[src/rtl/seg_scan_pkg.sv]
`default_nettype none
// ---------------------------------------------------------------------------
// seg_scan_pkg : seven-segment glyphs and width helper for the scan driver
// Rev 1.0
// ---------------------------------------------------------------------------
package seg_scan_pkg;

  // Bit order {dp,g,f,e,d,c,b,a}, active-high (1 = lit)
  localparam logic [7:0] GLYPH_HEX [16] = '{
    8'h3F, 8'h06, 8'h5B, 8'h4F, 8'h66, 8'h6D, 8'h7D, 8'h07,
    8'h7F, 8'h6F, 8'h77, 8'h7C, 8'h39, 8'h5E, 8'h79, 8'h71
  };
  localparam logic [7:0] GLYPH_BLANK = 8'h00;
  localparam logic [7:0] GLYPH_DASH  = 8'h40;
  localparam logic [7:0] DP_MASK     = 8'h80;

  function automatic int idx_width(input int n);
    return (n <= 1) ? 1 : $clog2(n);
  endfunction

endpackage
`default_nettype wire

[src/rtl/seg_scan_pwm_if.sv]
`default_nettype none
// ---------------------------------------------------------------------------
// seg_scan_pwm_if : display data in, digit-select/segment pins out
// Rev 1.0
// ---------------------------------------------------------------------------
interface seg_scan_pwm_if #(
  parameter int NUM_DIGITS = 6
);
  logic [8*NUM_DIGITS-1:0] seg_data_flat;
  logic [NUM_DIGITS-1:0]   digit_en;
  logic [3:0]              brightness;
  logic [NUM_DIGITS-1:0]   seg_sel;
  logic [7:0]              seg_data;
  logic                    frame_start;

  modport master (
    output seg_data_flat, digit_en, brightness,
    input  seg_sel, seg_data, frame_start
  );

  modport slave (
    input  seg_data_flat, digit_en, brightness,
    output seg_sel, seg_data, frame_start
  );
endinterface
`default_nettype wire

[src/rtl/seg_scan_timebase.sv]
`default_nettype none
// ---------------------------------------------------------------------------
// seg_scan_timebase : slot timer and digit index with slot/frame strobes
// Rev 1.0
// ---------------------------------------------------------------------------
module seg_scan_timebase
  import seg_scan_pkg::*;
#(
  parameter int SLOT_CYCLES = 16,
  parameter int NUM_DIGITS  = 4,
  parameter int TW          = idx_width(SLOT_CYCLES),
  parameter int IW          = idx_width(NUM_DIGITS)
) (
  input  logic          clk,
  input  logic          rst_n,
  output logic [TW-1:0] slot_timer,
  output logic [IW-1:0] idx,
  output logic          slot_start,
  output logic          frame_boundary
);

  localparam logic [TW-1:0] LAST_T = TW'(SLOT_CYCLES - 1);
  localparam logic [IW-1:0] LAST_I = IW'(NUM_DIGITS - 1);

  logic [TW-1:0] slot_timer_q, slot_timer_d;
  logic [IW-1:0] idx_q, idx_d;

  always_comb begin
    slot_timer_d = slot_timer_q + TW'(1);
    idx_d        = idx_q;
    if (slot_timer_q == LAST_T) begin
      slot_timer_d = '0;
      idx_d        = (idx_q == LAST_I) ? '0 : idx_q + IW'(1);
    end
  end

  always_ff @(posedge clk or negedge rst_n) begin
    if (!rst_n) begin
      slot_timer_q <= '0;
      idx_q        <= '0;
    end else begin
      slot_timer_q <= slot_timer_d;
      idx_q        <= idx_d;
    end
  end

  assign slot_timer     = slot_timer_q;
  assign idx            = idx_q;
  assign slot_start     = (slot_timer_q == '0);
  assign frame_boundary = (slot_timer_q == '0) && (idx_q == '0);

endmodule
`default_nettype wire

[src/rtl/seg_scan_pwm.sv]
`default_nettype none
// ---------------------------------------------------------------------------
// seg_scan_pwm : multiplexed 7-seg driver with blanking, PWM and shadowing
// Rev 1.0
// ---------------------------------------------------------------------------
module seg_scan_pwm
  import seg_scan_pkg::*;
#(
  parameter int NUM_DIGITS     = 6,
  parameter int CLK_FREQ       = 50_000_000,
  parameter int SCAN_FREQ      = 200,
  parameter int BLANK_CYCLES   = 500,
  parameter bit SEL_ACTIVE_LOW = 1'b1,
  parameter bit SEG_ACTIVE_LOW = 1'b1
) (
  input  logic           clk,
  input  logic           rst_n,
  seg_scan_pwm_if.slave  bus
);

  localparam int SLOT_CYCLES = CLK_FREQ / (SCAN_FREQ * NUM_DIGITS);
  localparam int ON_CYCLES   = SLOT_CYCLES - BLANK_CYCLES;
  localparam int TW          = idx_width(SLOT_CYCLES);
  localparam int IW          = idx_width(NUM_DIGITS);
  localparam int PW          = TW + 4;

  localparam logic [TW-1:0]         BLANK_T  = TW'(BLANK_CYCLES);
  localparam logic [NUM_DIGITS-1:0] SEL_MASK = {NUM_DIGITS{SEL_ACTIVE_LOW}};
  localparam logic [7:0]            SEG_MASK = {8{SEG_ACTIVE_LOW}};

  if (NUM_DIGITS < 1 || NUM_DIGITS > 16) begin : g_bad_num_digits
    $error("seg_scan_pwm: NUM_DIGITS must be 1..16");
  end
  if (SLOT_CYCLES <= BLANK_CYCLES) begin : g_bad_blank
    $error("seg_scan_pwm: slot length must exceed BLANK_CYCLES");
  end

  logic [TW-1:0] slot_timer;
  logic [IW-1:0] idx;
  logic          slot_start;
  logic          frame_boundary;

  seg_scan_timebase #(
    .SLOT_CYCLES (SLOT_CYCLES),
    .NUM_DIGITS  (NUM_DIGITS),
    .TW          (TW),
    .IW          (IW)
  ) u_timebase (
    .clk            (clk),
    .rst_n          (rst_n),
    .slot_timer     (slot_timer),
    .idx            (idx),
    .slot_start     (slot_start),
    .frame_boundary (frame_boundary)
  );

  logic [8*NUM_DIGITS-1:0] shadow_data_q, shadow_data_d;
  logic [NUM_DIGITS-1:0]   shadow_en_q, shadow_en_d;
  logic [TW-1:0]           lit_len_q, lit_len_d;
  logic [NUM_DIGITS-1:0]   seg_sel_q, seg_sel_d;
  logic [7:0]              seg_data_q, seg_data_d;
  logic                    frame_start_q, frame_start_d;

  logic [PW-1:0]         lit_prod;
  logic [7:0]            cur_pat;
  logic                  cur_en;
  logic [NUM_DIGITS-1:0] cur_onehot;
  logic                  lit;

  // The slot-start cycle already decides with the values being captured, so
  // BLANK_CYCLES=0 lights the new digit from its very first cycle.
  always_comb begin
    shadow_data_d = frame_boundary ? bus.seg_data_flat : shadow_data_q;
    shadow_en_d   = frame_boundary ? bus.digit_en      : shadow_en_q;
    lit_prod      = (PW'(bus.brightness) + PW'(1)) * PW'(ON_CYCLES);
    lit_len_d     = slot_start ? TW'(lit_prod >> 4) : lit_len_q;

    cur_pat    = '0;
    cur_en     = 1'b0;
    cur_onehot = '0;
    for (int i = 0; i < NUM_DIGITS; i++) begin
      if (idx == IW'(i)) begin
        cur_pat       = shadow_data_d[8*i +: 8];
        cur_en        = shadow_en_d[i];
        cur_onehot[i] = 1'b1;
      end
    end

    lit = cur_en && (slot_timer >= BLANK_T) && ((slot_timer - BLANK_T) < lit_len_d);

    seg_sel_d     = (lit ? cur_onehot : '0) ^ SEL_MASK;
    seg_data_d    = (lit ? cur_pat : 8'h00) ^ SEG_MASK;
    frame_start_d = frame_boundary;
  end

  always_ff @(posedge clk or negedge rst_n) begin
    if (!rst_n) begin
      shadow_data_q <= '0;
      shadow_en_q   <= '0;
      lit_len_q     <= '0;
      seg_sel_q     <= SEL_MASK;
      seg_data_q    <= SEG_MASK;
      frame_start_q <= 1'b0;
    end else begin
      shadow_data_q <= shadow_data_d;
      shadow_en_q   <= shadow_en_d;
      lit_len_q     <= lit_len_d;
      seg_sel_q     <= seg_sel_d;
      seg_data_q    <= seg_data_d;
      frame_start_q <= frame_start_d;
    end
  end

  assign bus.seg_sel     = seg_sel_q;
  assign bus.seg_data    = seg_data_q;
  assign bus.frame_start = frame_start_q;

endmodule
`default_nettype wire

[src/flat_wrapper.sv]
// flat-port wrapper written by rule: the top's interface ports become plain ports
module seg_scan_pwm_flat import seg_scan_pkg::*;
#(
  parameter int NUM_DIGITS     = 6,
  parameter int CLK_FREQ       = 50_000_000,
  parameter int SCAN_FREQ      = 200,
  parameter int BLANK_CYCLES   = 500,
  parameter bit SEL_ACTIVE_LOW = 1'b1,
  parameter bit SEG_ACTIVE_LOW = 1'b1
)
  (clk, rst_n, bus_seg_data_flat, bus_digit_en, bus_brightness, bus_seg_sel, bus_seg_data, bus_frame_start);
  seg_scan_pwm_if #(.NUM_DIGITS(NUM_DIGITS)) bus_i ();
  input  logic clk;
  input  logic rst_n;
  input wire logic [$bits(bus_i.seg_data_flat)-1:0] bus_seg_data_flat;
  input wire logic [$bits(bus_i.digit_en)-1:0] bus_digit_en;
  input wire logic [$bits(bus_i.brightness)-1:0] bus_brightness;
  output wire logic [$bits(bus_i.seg_sel)-1:0] bus_seg_sel;
  output wire logic [$bits(bus_i.seg_data)-1:0] bus_seg_data;
  output wire logic [$bits(bus_i.frame_start)-1:0] bus_frame_start;
  assign bus_i.seg_data_flat = bus_seg_data_flat;
  assign bus_i.digit_en = bus_digit_en;
  assign bus_i.brightness = bus_brightness;
  assign bus_seg_sel = bus_i.seg_sel;
  assign bus_seg_data = bus_i.seg_data;
  assign bus_frame_start = bus_i.frame_start;
  seg_scan_pwm #(.NUM_DIGITS(NUM_DIGITS), .CLK_FREQ(CLK_FREQ), .SCAN_FREQ(SCAN_FREQ), .BLANK_CYCLES(BLANK_CYCLES), .SEL_ACTIVE_LOW(SEL_ACTIVE_LOW), .SEG_ACTIVE_LOW(SEG_ACTIVE_LOW)) u_core (.clk(clk), .rst_n(rst_n), .bus(bus_i));
endmodule
[config.mk]
export PLATFORM = sky130hd
export DESIGN_NAME = seg_scan_pwm_flat
export DESIGN_NICKNAME = d
export VERILOG_FILES = /design/src/rtl/seg_scan_pkg.sv /design/src/rtl/seg_scan_pwm_if.sv /design/src/rtl/seg_scan_timebase.sv /design/src/rtl/seg_scan_pwm.sv /design/src/flat_wrapper.sv
export SDC_FILE = /design/constraint.sdc
export NUM_CORES = 1
export LEC_CHECK = 0
export CELL_PAD_IN_SITES_DETAIL_PLACEMENT = 0
export CELL_PAD_IN_SITES_GLOBAL_PLACEMENT = 2
export CORE_AREA = 2 2 147 149
export CTS_BUF_LIST = sky130_fd_sc_hd__clkbuf_4 sky130_fd_sc_hd__clkbuf_8 sky130_fd_sc_hd__clkbuf_16
export CTS_CLUSTER_SIZE = 20
export DETAILED_ROUTE_END_ITERATION = 7
export DIE_AREA = 0 0 149 151
export PLACE_DENSITY_LB_ADDON = 0.1
export SYNTH_ARGS = -nofsm -noshare
export SYNTH_HDL_FRONTEND = slang
export SYNTH_SLANG_ARGS = --single-unit
[constraint.sdc]
create_clock -name clk -period 4.55 [get_ports clk]
set_input_delay 0.455 -clock clk [delete_from_list [all_inputs] [get_ports clk]]
set_output_delay 0.455 -clock clk [all_outputs]
set_load 0.005 [all_outputs]
# After elaboration in Yosys (flattened, before gate mapping)
# Index checks and enable logic that the tools add are counted.
# Widths: inputs -> output; s select.
[totals]
in_bits = 60
output_inout_bits = 15
register_bits = 104
[op_classes]
mux = 25
n_lt_le_gt_ge = 2
n_addsub = 4
multipliers = 1
reduce_logical = 5
eq_ne = 6
bitwise_logic = 2
[op_table]
columns = ["operator", "count"]
rows = [
  ["$mux 8", 7],
  ["$mux 48", 1],
  ["$mux 16", 2],
  ["$mul 20x15->19 const B", 1],
  ["$add 16x1->16 const B", 1],
  ["$eq 16x16->1 const B", 1],
  ["$ge 16x9->1 const B", 1],
  ["$logic_not 16->1", 1],
  ["$lt 16x16->1", 1],
  ["$sub 16x9->16 const B", 1],
  ["$mux 1", 12],
  ["$mux 6", 2],
  ["$not 8->8", 1],
  ["$eq 3x2->1 const B", 2],
  ["$eq 3x3->1 const B", 2],
  ["$not 6->6", 1],
  ["$add 4x1->5 const B", 1],
  ["$add 3x1->3 const B", 1],
  ["$eq 3x1->1 const B", 1],
  ["$logic_and 1x1->1", 3],
  ["$logic_not 3->1", 1],
  ["$mux 3", 1],
]

# Longest topological paths before layout
# Gate-level depths: netlist of run 1.
[depth]
ltp_word = 13
ltp_mapped = 26
depth_no_buf = 25

# Cells and area by module
# Synthesis of run 1 repeated with hierarchy kept, for this count alone.
[hier_totals]
cells_unflattened = 544
hier_area_um2 = 6112.1
[by_module_without_submodules]
columns = ["module", "n_inst", "seq_area_each_um2", "area_per_inst_um2", "cells_per_inst"]
rows = [
  ["seg_scan_pwm", 1, 2144.6, 5166.2, 460],
  ["seg_scan_timebase", 1, 475.5, 945.9, 84],
]

# Worst setup path after synthesis of run 1
# OpenSTA, ideal clock, no wires.
[synth_path]
path_kind = "input to register"
from = "in bus_brightness[0]"
to = "reg u_core.seg_data_q[2], in the netlist u_core.bus.seg_data[2]"
required_time_ns = 4.454
arrival_ns = 5.652
setup_ns = 0.096
n_path_buf = 2
setup_slack_ns = -1.198
cell_stages = 26
path_cell_list = "clkbuf_1 -> nand3_1 -> xnor2_1 -> inv_1 -> ha_1 -> ha_1 -> inv_1 -> fa_1 -> inv_1 -> ha_1 -> a21o_1 -> a21o_1 -> o2111ai_1 -> a21boi_0 -> a41oi_1 -> mux2i_1 -> and2_1 -> ha_1 -> nand2_1 -> nor3_1 -> o21ai_0 -> o2111ai_1 -> a311oi_1 -> and3_2 -> buf_6 -> o2111ai_1"
[synth_via]
elab_chain_len = 7
[synth_lines]
columns = ["element", "line_no", "text"]
rows = [
  ["from (decl)", "flat_wrapper.sv:17", "input wire logic [$bits(bus_i.brightness)-1:0] bus_brightness;"],
  ["$add 4x1->5", "seg_scan_pwm.sv:75", "lit_prod = (PW'(bus.brightness) + PW'(1)) * PW'(ON_CYCLES);"],
  ["$mul 20x15->19", "seg_scan_pwm.sv:75", ""],
  ["$mux 16", "seg_scan_pwm.sv:76", "lit_len_d = slot_start ? TW'(lit_prod >> 4) : lit_len_q;"],
  ["$lt 16x16->1", "seg_scan_pwm.sv:89", "lit = cur_en && (slot_timer >= BLANK_T) && ((slot_timer - BLANK_T) < lit_len_d);"],
  ["$logic_and 1x1->1", "seg_scan_pwm.sv:89", ""],
  ["$mux 8", "seg_scan_pwm.sv:92", "seg_data_d = (lit ? cur_pat : 8'h00) ^ SEG_MASK;"],
  ["$not 8->8 (no source line)", "-", ""],
  ["named net u_core.seg_data_d[2]", "seg_scan_pwm.sv:61", "logic [7:0] seg_data_q, seg_data_d;"],
  ["to (signal assigned)", "seg_scan_pwm.sv:109", "seg_data_q <= seg_data_d;"],
  ["to (decl)", "seg_scan_pwm.sv:61", ""],
]
# The timed path passes the listed nets, and every way through them passes these cells.
# A chain may end at the register's enable or synchronous reset.

# Final worst setup path of run 1
[layout_path]
from = "in bus_brightness[0]"
to = "reg u_core.seg_data_q[3], in the netlist u_core.bus.seg_data[3]"
# The elaborated chain is that of the path after synthesis.

==> key figures, run 1 <==
Placement
  • DP HPWL: 12500 µm
  • IO buf count: 74
  • Pre-CTS WS: -1310 ps
  • RD Place Congestion: 0.788

Routing
  • Via Count: 4793
  • Pre-antenna DRT Iters: 4
  • Met1 wire length: 7300 µm
  • Vias/cell: 4.80
  • Metal2 WL: 8750 µm
  • WL final: 16900 µm
  • Initial DRC Count: 207
  • Metal3 WL: 647 µm
  • ANT nets after route: 0
  • DRC Markers: 0
  • Top layer in use: met4
  • Wire per inst: 16.9 µm

Synthesis
  • Commonest cells in the netlist: dfrtp_1, nand2_1, mux2_2
  • Synth area leader: dfrtp_1
  • Synth Flop Type: dfrtp_1
  • Post-Synthesis Cells: 587
  • Top-area cell type share of the netlist area: 0.363
  • Syn Area/Cell: 10.6 µm²
  • Post-Syn Area: 6200 µm²
  • Synth async-reset ratio: 1.00
  • Synth cell types: 54
  • Top-count cell post-synth: dfrtp_1
  • Post-Syn Nets: 705
  • Synthesis-stage register bit count: 104
  • Area contributors post-synth: dfrtp_1, ha_1, mux2_2, dfstp_2, nand2_1
  • Synth warn: 0
  • EDFF count, synth: 0
  • Post-synthesis sequential area ratio: 0.423

GRT
  • GRT overflow: 0
  • Total track usage: 0.158
  • Antenna violations before repair: 0
  • Vias in the first global route: 5080
  • Largest net degree at the start of global routing: 79
  • First-pass GRT wire length: 27400 µm

Worst setup path
  • R2r setup slk: 340 ps
  • CP Max Fanout: 6
  • CP endpoint: u_core.bus.seg_data[3]
  • Levels on crit path: 27
  • Critical path type: in2reg
  • Largest delay share family, worst path: adder cells
  • Worst r2r path cells: 20
  • Critical Path Sink Type: flop
  • RR Endpoint: u_core.bus.seg_sel[2]
  • WP data required: 4820 ps
  • Max incr delay on CP: 490 ps
  • CP startpoint: bus_brightness[0]
  • Startpoint Class: input pin
  • Worst r2r src: u_core.u_timebase.slot_timer[2]
  • Worst path bufs/invs: 6
  • WP data arrival: 5120 ps
  • CP max-delay cell: fa_1

Floorplan
  • Core Box Area: 20800 µm²
  • Ports: 75
  • Initial Utilization: 0.298
  • Die X: 149 µm
  • Placement Rows: 53
  • Chip Height: 151 µm
  • Die area: 22500 µm²

Clock tree
  • H-tree levels: 3
  • CTS tree: yes
  • Worst-skew pair later-pin latency: 360 ps
  • Root buf cell: clkbuf_16
  • Cts bufs inserted: 9
  • Clk buf depth: 2
  • Hold Buf Count CTS: 0
  • Reg clk slew, reported paths: 80 ps
  • Clock sink count: 104

STA
  • Endpoints failing setup: 14
  • Minimum clock period: 4850 ps
  • Period utilization: 1.07
  • Fmax: 206 MHz
  • Final Max Tran Viols: 0
  • Slew HR: 0.332
  • Final WS setup: -305 ps
  • Final Hold Viols: 0
  • Unrepaired setup endpoints after global routing: true
  • Worst-Margin Slew: 1000 ps
  • Setup Skew: 11.4 ps

Final layout
  • Fill cells: 2078
  • Share of cells above drive strength 1: 0.325
  • Post-layout util: 0.411
  • # diodes: 0
  • Area grow syn2layout: 38.1%
  • # nets final: 837

Pwr
  • Worst vdd ir: 0.000183 V
  • PD cells: 302 nW/µm²
  • Static Leak: 0.00358 µW

Run status
  • Status: complete, but fails checks
  • Failing checks: negative setup slack

Worst hold path
  • Hold Crit Class: in2async

Job
  • Max Cap Viol: 0
==> what timing repair did <==
item / in CTS / in global routing
pin swaps: 32 / 34
gates cloned: 1 / 0
gates resized for setup: 61 / 27
setup endpoints to repair: 14 / 14
buffers inserted: 12 / 5
==> cells by family after synthesis <==
kind of cell,share of synthesized area
AOI/OAI and AO/OA,0.117
xor gates and xnor gates,0.0622
adders and majority gates,0.122
buffers and inverters,0.0444
DFF,0.423
muxes,0.118
and+or+nand+nor,0.114
==> worst min path at each step <==
stage | from | end | slack [ps] | cells past startpoint
final | rst_n | u_core.shadow_data_q[25] | 260 | 1
after global routing | rst_n | u_core.shadow_data_q[26] | 350 | 1
after CTS | rst_n | u_core.shadow_data_q[26] | 300 | 1
after detailed placement | u_core.lit_len_q[11] | u_core.lit_len_q[11] | 470 | 2
after global placement | u_core.lit_len_q[14] | u_core.lit_len_q[14] | 460 | 2
after floorplan | rst_n | u_core.bus.frame_start | 160 | 0
==> routing by layer <==
metal | vias up | global-route usage
li1 | 2349 | -
met1 | 2351 | 0.196
met2 | 79 | 0.283
met3 | 14 | 0.0277
met4 | 0 | 0.0405
met5 | - | 0
==> final cells by class <==
class / instances / area, µm² / share of cell area
multi-input cells: 424 / 3810 / 0.446
flip-flops and latches: 104 / 2620 / 0.306
repair buffers: 148 / 1350 / 0.158
well taps: 275 / 344 / 0.0402
clock buffers: 9 / 225 / 0.0263
inverters: 32 / 120 / 0.0140
clock inverters: 7 / 82.6 / 0.00965
==> where the power goes <==
group          switching, µW  internal, µW  total (µW)  leakage [µW]
combinational            348           408         756       0.00220
sequential              24.3           990        1010       0.00123
clock                    415           395         810      0.000148
==> sequential cells by signal (all words and copies together), names as in the netlist <==
name	cells
u_core.bus.frame_start	1
u_core.bus.seg_data	8
u_core.bus.seg_sel	6
u_core.lit_len_q	16
u_core.shadow_data_q	48
u_core.shadow_en_q	6
u_core.u_timebase.idx	3
u_core.u_timebase.slot_timer	16
==> layout by cell type, fill, tap and decap left out, types with 7 or more instances in the layout <==
cell and count:
xnor2_1 22, clkbuf_16 9, ha_4 19, nor2_1 28, a21oi_1 16, o21ai_0 20, nand3_1 7, nand2_1 55
mux2i_1 11, ha_1 35, o21a_1 8, buf_6 8, dfrtp_1 90, inv_2 7, xor2_1 20, buf_4 66
dfstp_2 14, nor3_1 8, mux2_2 55, inv_1 25, clkdlybuf4s50_1 69
==> stage by stage <==
stage | instance area [µm²] | setup TNS (ps) | total power (µW) | std cells | hold WS [ps]
after floorplan | 6370 | -4020 | 1390 | 587 | 159
after global routing | 8560 | -7120 | 2740 | 999 | 352
final | 8560 | -3950 | 2580 | 999 | 260
after global placement | 7750 | -15990 | 1640 | 967 | 457
after detailed placement | 7750 | -17280 | 1650 | 967 | 465
after CTS | 8350 | -3950 | 2550 | 996 | 300
Note: power is estimated with default switching activity, not from simulation.
==> run 2: changes to the inputs <==
--- a/config.mk
+++ b/config.mk
@@ -12,7 +12,9 @@
 export CTS_CLUSTER_SIZE = 20
 export DETAILED_ROUTE_END_ITERATION = 7
 export DIE_AREA = 0 0 149 151
+export GPL_TIMING_DRIVEN = 0
 export PLACE_DENSITY_LB_ADDON = 0.1
 export SYNTH_ARGS = -nofsm -noshare
 export SYNTH_HDL_FRONTEND = slang
 export SYNTH_SLANG_ARGS = --single-unit
+export TNS_END_PERCENT = 5
==> run 2 against run 1 <==
  * The run still ends with negative setup slack left
  * Setup slack lost 350 ps
  * Via count is 2.4% lower
  * Count of clock-buffer cells in the layout increased by 1
  * Maximum frequency is 6.7% lower
  * Register-to-register slack worse by 540 ps
  * Wire length is 1.2% lower
  * Worst hold slack worse by 180 ps
  * Sequential share of layout area increased by 1.3 points
  * Core utilization down 1.7 points
  * Die area unchanged
  * Sequential power about the same
  * Flip-flop and latch count unchanged
  * Critical path type unchanged
==> key figures, run 2 (same netlist as run 1, synthesis figures left out) <==
Run status
  • Status: complete, but fails checks
  • Failing checks: negative setup slack

Worst hold path
  • Hold Crit Class: in2async

Clock tree
  • Clock sink count: 104
  • H-tree levels: 3
  • CTS tree: yes
  • Clk buf depth: 2
  • Root buf cell: clkbuf_16
  • Cts bufs inserted: 9
  • Worst-skew pair later-pin latency: 350 ps
  • Reg clk slew, reported paths: 80 ps

Worst setup path
  • WP data required: 4790 ps
  • CP startpoint: bus_brightness[1]
  • Critical Path Sink Type: flop
  • CP Max Fanout: 5
  • Worst r2r src: u_core.u_timebase.slot_timer[2]
  • Critical path type: in2reg
  • WP data arrival: 5440 ps
  • Startpoint Class: input pin

Routing
  • Wire per inst: 17.2 µm
  • Via Count: 4680
  • Pre-antenna DRT Iters: 7
  • Initial DRC Count: 168
  • Vias/cell: 4.81
  • WL final: 16700 µm
  • ANT nets after route: 0
  • DRC Markers: 0

STA
  • Minimum clock period: 5200 ps
  • Endpoints failing setup: 14
  • Final WS setup: -654 ps
  • Unrepaired setup endpoints after global routing: true
  • Period utilization: 1.14
  • Final Max Tran Viols: 0
  • Worst-Margin Slew: 1190 ps
  • Slew HR: 0.201
  • Final Hold Viols: 0
  • Fmax: 192 MHz
  • Setup Skew: 12.5 ps

GRT
  • Total track usage: 0.155
  • GRT overflow: 0
  • Vias in the first global route: 5008
  • Antenna violations before repair: 0
  • Largest net degree at the start of global routing: 66
  • First-pass GRT wire length: 26800 µm

Placement
  • RD Place Congestion: 0.772
  • DP HPWL: 12500 µm
  • DP Cell Count: 937
  • IO buf count: 74
  • Placed inst area: 7470 µm²

Final layout
  • Share of cells above drive strength 1: 0.265
  • Area grow syn2layout: 32.5%
  • # nets final: 810
  • Fin area: 8210 µm²
  • Max reg flops: 48
  • Finished Layout Cells: 972
  • # diodes: 0
  • Post-layout util: 0.394
  • Most frequent cells in the layout: dfrtp_1, clkdlybuf4s50_1, mux2_2
  • Most flops, register: u_core.shadow_data_q
  • Most common cell after layout, fill and taps aside: dfrtp_1

Floorplan
  • Die X: 149 µm
  • Core Box Area: 20800 µm²
  • Chip Height: 151 µm
  • Die area: 22500 µm²
  • Initial Utilization: 0.298
  • Placement Rows: 53
  • Ports: 75

Pwr
  • Worst vdd ir: 0.000185 V
  • Static Leak: 0.00338 µW
  • PD cells: 292 nW/µm²

Job
  • Max Cap Viol: 0
-- run 2: cell type report --
| type | instances | area [µm²] |
|---|---|---|
| buffer | 28 | 170 |
| clock buffer | 10 | 239 |
| clock inverter | 6 | 58.8 |
| fill | 2042 | 12600 |
| inverter | 32 | 120 |
| multi-input combinational | 423 | 3710 |
| sequential | 104 | 2620 |
| tap | 275 | 344 |
| timing repair buffer | 94 | 950 |
-- run 2: per-layer routing --
| metal | up-vias | global-route usage | part of all wire |
|---|---|---|---|
| met5 | - | 0 | 0 |
| met4 | 0 | 0.0390 | 0.011 |
| met3 | 9 | 0.0244 | 0.029 |
| met2 | 60 | 0.253 | 0.47 |
| met1 | 2314 | 0.215 | 0.49 |
| li1 | 2297 | - | - |
-- run 2: metrics by stage --
step                total power, µW  worst slack (ps)  TNS [ps]  hold slack, ps
floorplan                      1380              -384     -4300             159
global placement               1540             -2030   -132770             456
detailed placement             1560             -2010    -27450             465
CTS                            2420              -625     -7860            90.2
global route                   2560              -903    -11610             115
finish                         2400              -654     -8110            78.8
-- run 2: worst max-delay path, cell delays in order --
cell and delay (ps):
buf_4 140, ha_4 180, and3_4 210, buf_4 150, ha_2 180, ha_1 270, inv_1 40, fa_1 490
inv_2 50, ha_4 250, a21o_1 170, a21o_1 170, o2111ai_2 220, a21boi_2 110, buf_4 160, o21ai_2 130
xor2_1 230, o21a_1 200, ha_4 240, a21oi_4 140, o22ai_2 70, o21ai_1 130, a21oi_1 90, a311oi_2 360
and3_4 330, buf_8 160, o2111ai_2 100
-- run 2: worst paths after layout --
| path | end | slack [ps] | depth (start not counted) |
|---|---|---|---|
| setup / recovery | u_core.bus.seg_data[4] | -650 | 27 |
| hold / removal | u_core.u_timebase.slot_timer[7] | 80 | 1 |
| setup reg to reg | u_core.bus.seg_data[4] | -200 | 18 |
| hold reg to reg | u_core.lit_len_q[14] | 480 | 2 |
| max in group asynchronous | u_core.bus.seg_sel[1] | 3680 | 2 |
| min in group clk | u_core.lit_len_q[14] | 480 | 2 |
-- run 2: what timing repair did --
item / CTS / global route
resized for setup: 59 / 19
gates cloned: 1 / 0
endpoints found under the setup margin: 14 / 14
hold endpoints to repair: 0 / 0
pin swaps: 25 / 24
hold buffers: 0 / 0
buffers inserted: 16 / 2
-- run 2: report_power, final --
part           internal, µW  total (µW)  switching (µW)
clock network           399         770             371
logic                   312         615             303
registers               991        1020            24.6
==> run 3: changes to the inputs <==
--- a/config.mk
+++ b/config.mk
@@ -7,11 +7,11 @@
 export LEC_CHECK = 0
 export CELL_PAD_IN_SITES_DETAIL_PLACEMENT = 0
 export CELL_PAD_IN_SITES_GLOBAL_PLACEMENT = 2
-export CORE_AREA = 2 2 147 149
+export CORE_AREA = 2 2 133 135
 export CTS_BUF_LIST = sky130_fd_sc_hd__clkbuf_4 sky130_fd_sc_hd__clkbuf_8 sky130_fd_sc_hd__clkbuf_16
 export CTS_CLUSTER_SIZE = 20
 export DETAILED_ROUTE_END_ITERATION = 7
-export DIE_AREA = 0 0 149 151
+export DIE_AREA = 0 0 135 137
 export GPL_TIMING_DRIVEN = 0
 export PLACE_DENSITY_LB_ADDON = 0.1
 export SYNTH_ARGS = -nofsm -noshare
==> run 3 against run 2 <==
  * The run still ends with negative setup slack left
  * Core utilization up 8.9 points
  * Maximum frequency up 1.5%
  * First-iteration DRC count up 2.4%
  * Highest routed layer unchanged
  * Worst hold slack better by 56 ps
==> key figures, run 3 (same netlist as run 1, synthesis figures left out) <==
Run status
  • Status: complete, but fails checks
  • Failing checks: negative setup slack

Routing
  • Via Count: 4683
  • ANT nets after route: 0
  • Wire per inst: 17.4 µm
  • DRC Markers: 0
  • Pre-antenna DRT Iters: 4
  • Vias/cell: 5.07
  • Initial DRC Count: 172
  • WL final: 16100 µm

Pwr
  • Static Leak: 0.00343 µW
  • PD cells: 304 nW/µm²
  • Worst vdd ir: 0.000271 V

Final layout
  • Fill cells: 1588
  • Max reg flops: 48
  • Share of cells above drive strength 1: 0.274
  • Most flops, register: u_core.shadow_data_q
  • Fin area: 8250 µm²
  • Post-layout util: 0.484
  • Most frequent cells in the layout: dfrtp_1, clkdlybuf4s50_1, mux2_2
  • # diodes: 0
  • # nets final: 811
  • Area of the multi-input gates: 3760 µm²
  • Most common cell after layout, fill and taps aside: dfrtp_1
  • Area grow syn2layout: 33.1%
  • Register area: 2620 µm²

GRT
  • First-pass GRT wire length: 25700 µm
  • GRT overflow: 0
  • Antenna violations before repair: 0
  • Vias in the first global route: 4845
  • Total track usage: 0.181
  • Largest net degree at the start of global routing: 56

STA
  • Slew HR: 0.254
  • Unrepaired setup endpoints after global routing: true
  • Minimum clock period: 5130 ps
  • Setup Skew: 10.4 ps
  • Period utilization: 1.13
  • Final Hold Viols: 0
  • Final Max Tran Viols: 0
  • Fmax: 195 MHz
  • Worst hold slack: 135 ps
  • Endpoints failing setup: 14
  • Final WS setup: -580 ps
  • Worst-Margin Slew: 1110 ps

Placement
  • IO buf count: 74
  • DP HPWL: 11800 µm
  • Placed inst area: 7410 µm²
  • RD Place Congestion: 0.812

Clock tree
  • CTS tree: yes
  • Clk buf depth: 2
  • Root buf cell: clkbuf_16
  • Clock sink count: 104
  • H-tree levels: 3
  • Cts bufs inserted: 9
  • Hold Buf Count CTS: 0
  • Worst-skew pair later-pin latency: 360 ps
  • Reg clk slew, reported paths: 80 ps

Floorplan
  • Ports: 75
  • Die X: 135 µm
  • Initial Utilization: 0.363
  • Chip Height: 137 µm
  • Core Box Area: 17100 µm²
  • Placement Rows: 48
  • Die area: 18500 µm²

Worst setup path
  • Worst r2r path cells: 19
  • Startpoint Class: input pin
  • Largest delay share family, worst path: adder cells
  • CP max-delay cell: fa_1
  • Critical Path Sink Type: flop
  • Worst r2r src: u_core.u_timebase.slot_timer[2]
  • Critical path type: in2reg
  • RR Endpoint: u_core.bus.seg_data[4]
  • Cell mode on critical path: ha_4
  • Max incr delay on CP: 530 ps
  • WP data arrival: 5390 ps
  • R2r setup slk: -160 ps
  • CP Max Fanout: 5
  • WP data required: 4810 ps
  • Worst path bufs/invs: 5

Job
  • Max Cap Viol: 0

Worst hold path
  • Hold Crit Class: in2async
-- run 3: cell types whose count changed in the layout (fill, tap and decap cells not counted), sizes merged --
cell	previous run	this run
inv	36	37
bufinv	0	1
clkbuf	25	24
buf	37	38
clkinv	1	0
-- run 3: metal layers --
metal / up-vias / wire, µm / global-route usage
met5: - / 0 / 0
met4: 0 / 179 / 0.0532
li1: 2300 / - / -
met3: 12 / 427 / 0.0244
met1: 2307 / 8000 / 0.255
met2: 64 / 7480 / 0.291
-- run 3: repair_timing --
item                                    in CTS  in global routing
cloned                                       1                  0
setup buffers                               15                  4
gates resized for setup                     59                 29
pin swaps                                   28                 21
endpoints found under the hold margin        0                  0
endpoints found under the setup margin      14                 14
-- run 3: through the flow --
stage	power, µW	TNS (ps)	setup WS [ps]	cells
5_1_grt	2650	-9930	-783	923
3_5_place_dp	1560	-25790	-1900	887
2_1_floorplan	1380	-4300	-384	587
3_3_place_gp	1540	-119810	-1930	886
6_report	2500	-7150	-580	923
4_1_cts	2490	-7230	-577	919
-- run 3: where the power goes --
part	internal, µW	total, µW	switching [µW]	leakage (µW)
Combinational	318	633	315	0.00204
Clock	447	856	409	0.000155
Sequential	990	1010	24.5	0.00123
-- run 3: worst max-delay path by stage --
stage,depth (start not counted),endpoint,from
floorplan,26,u_core.bus.seg_data[2],bus_brightness[0]
global placement,27,u_core.bus.seg_data[5],bus_brightness[0]
detailed placement,27,u_core.bus.seg_data[2],bus_brightness[0]
CTS,28,u_core.bus.seg_data[1],bus_brightness[1]
global route,28,u_core.bus.seg_data[1],bus_brightness[0]
finish,26,u_core.bus.seg_data[4],bus_brightness[1]
-- run 3: final cells by class --
class,count,share of cell area
Clock inverter,7,0.0114
Sequential cell,104,0.318
Tap cell,225,0.0341
Timing Repair Buffer,95,0.118
Clock buffer,9,0.0273
Inverter,32,0.0146
Multi-Input combinational cell,423,0.456
Buffer,28,0.0206
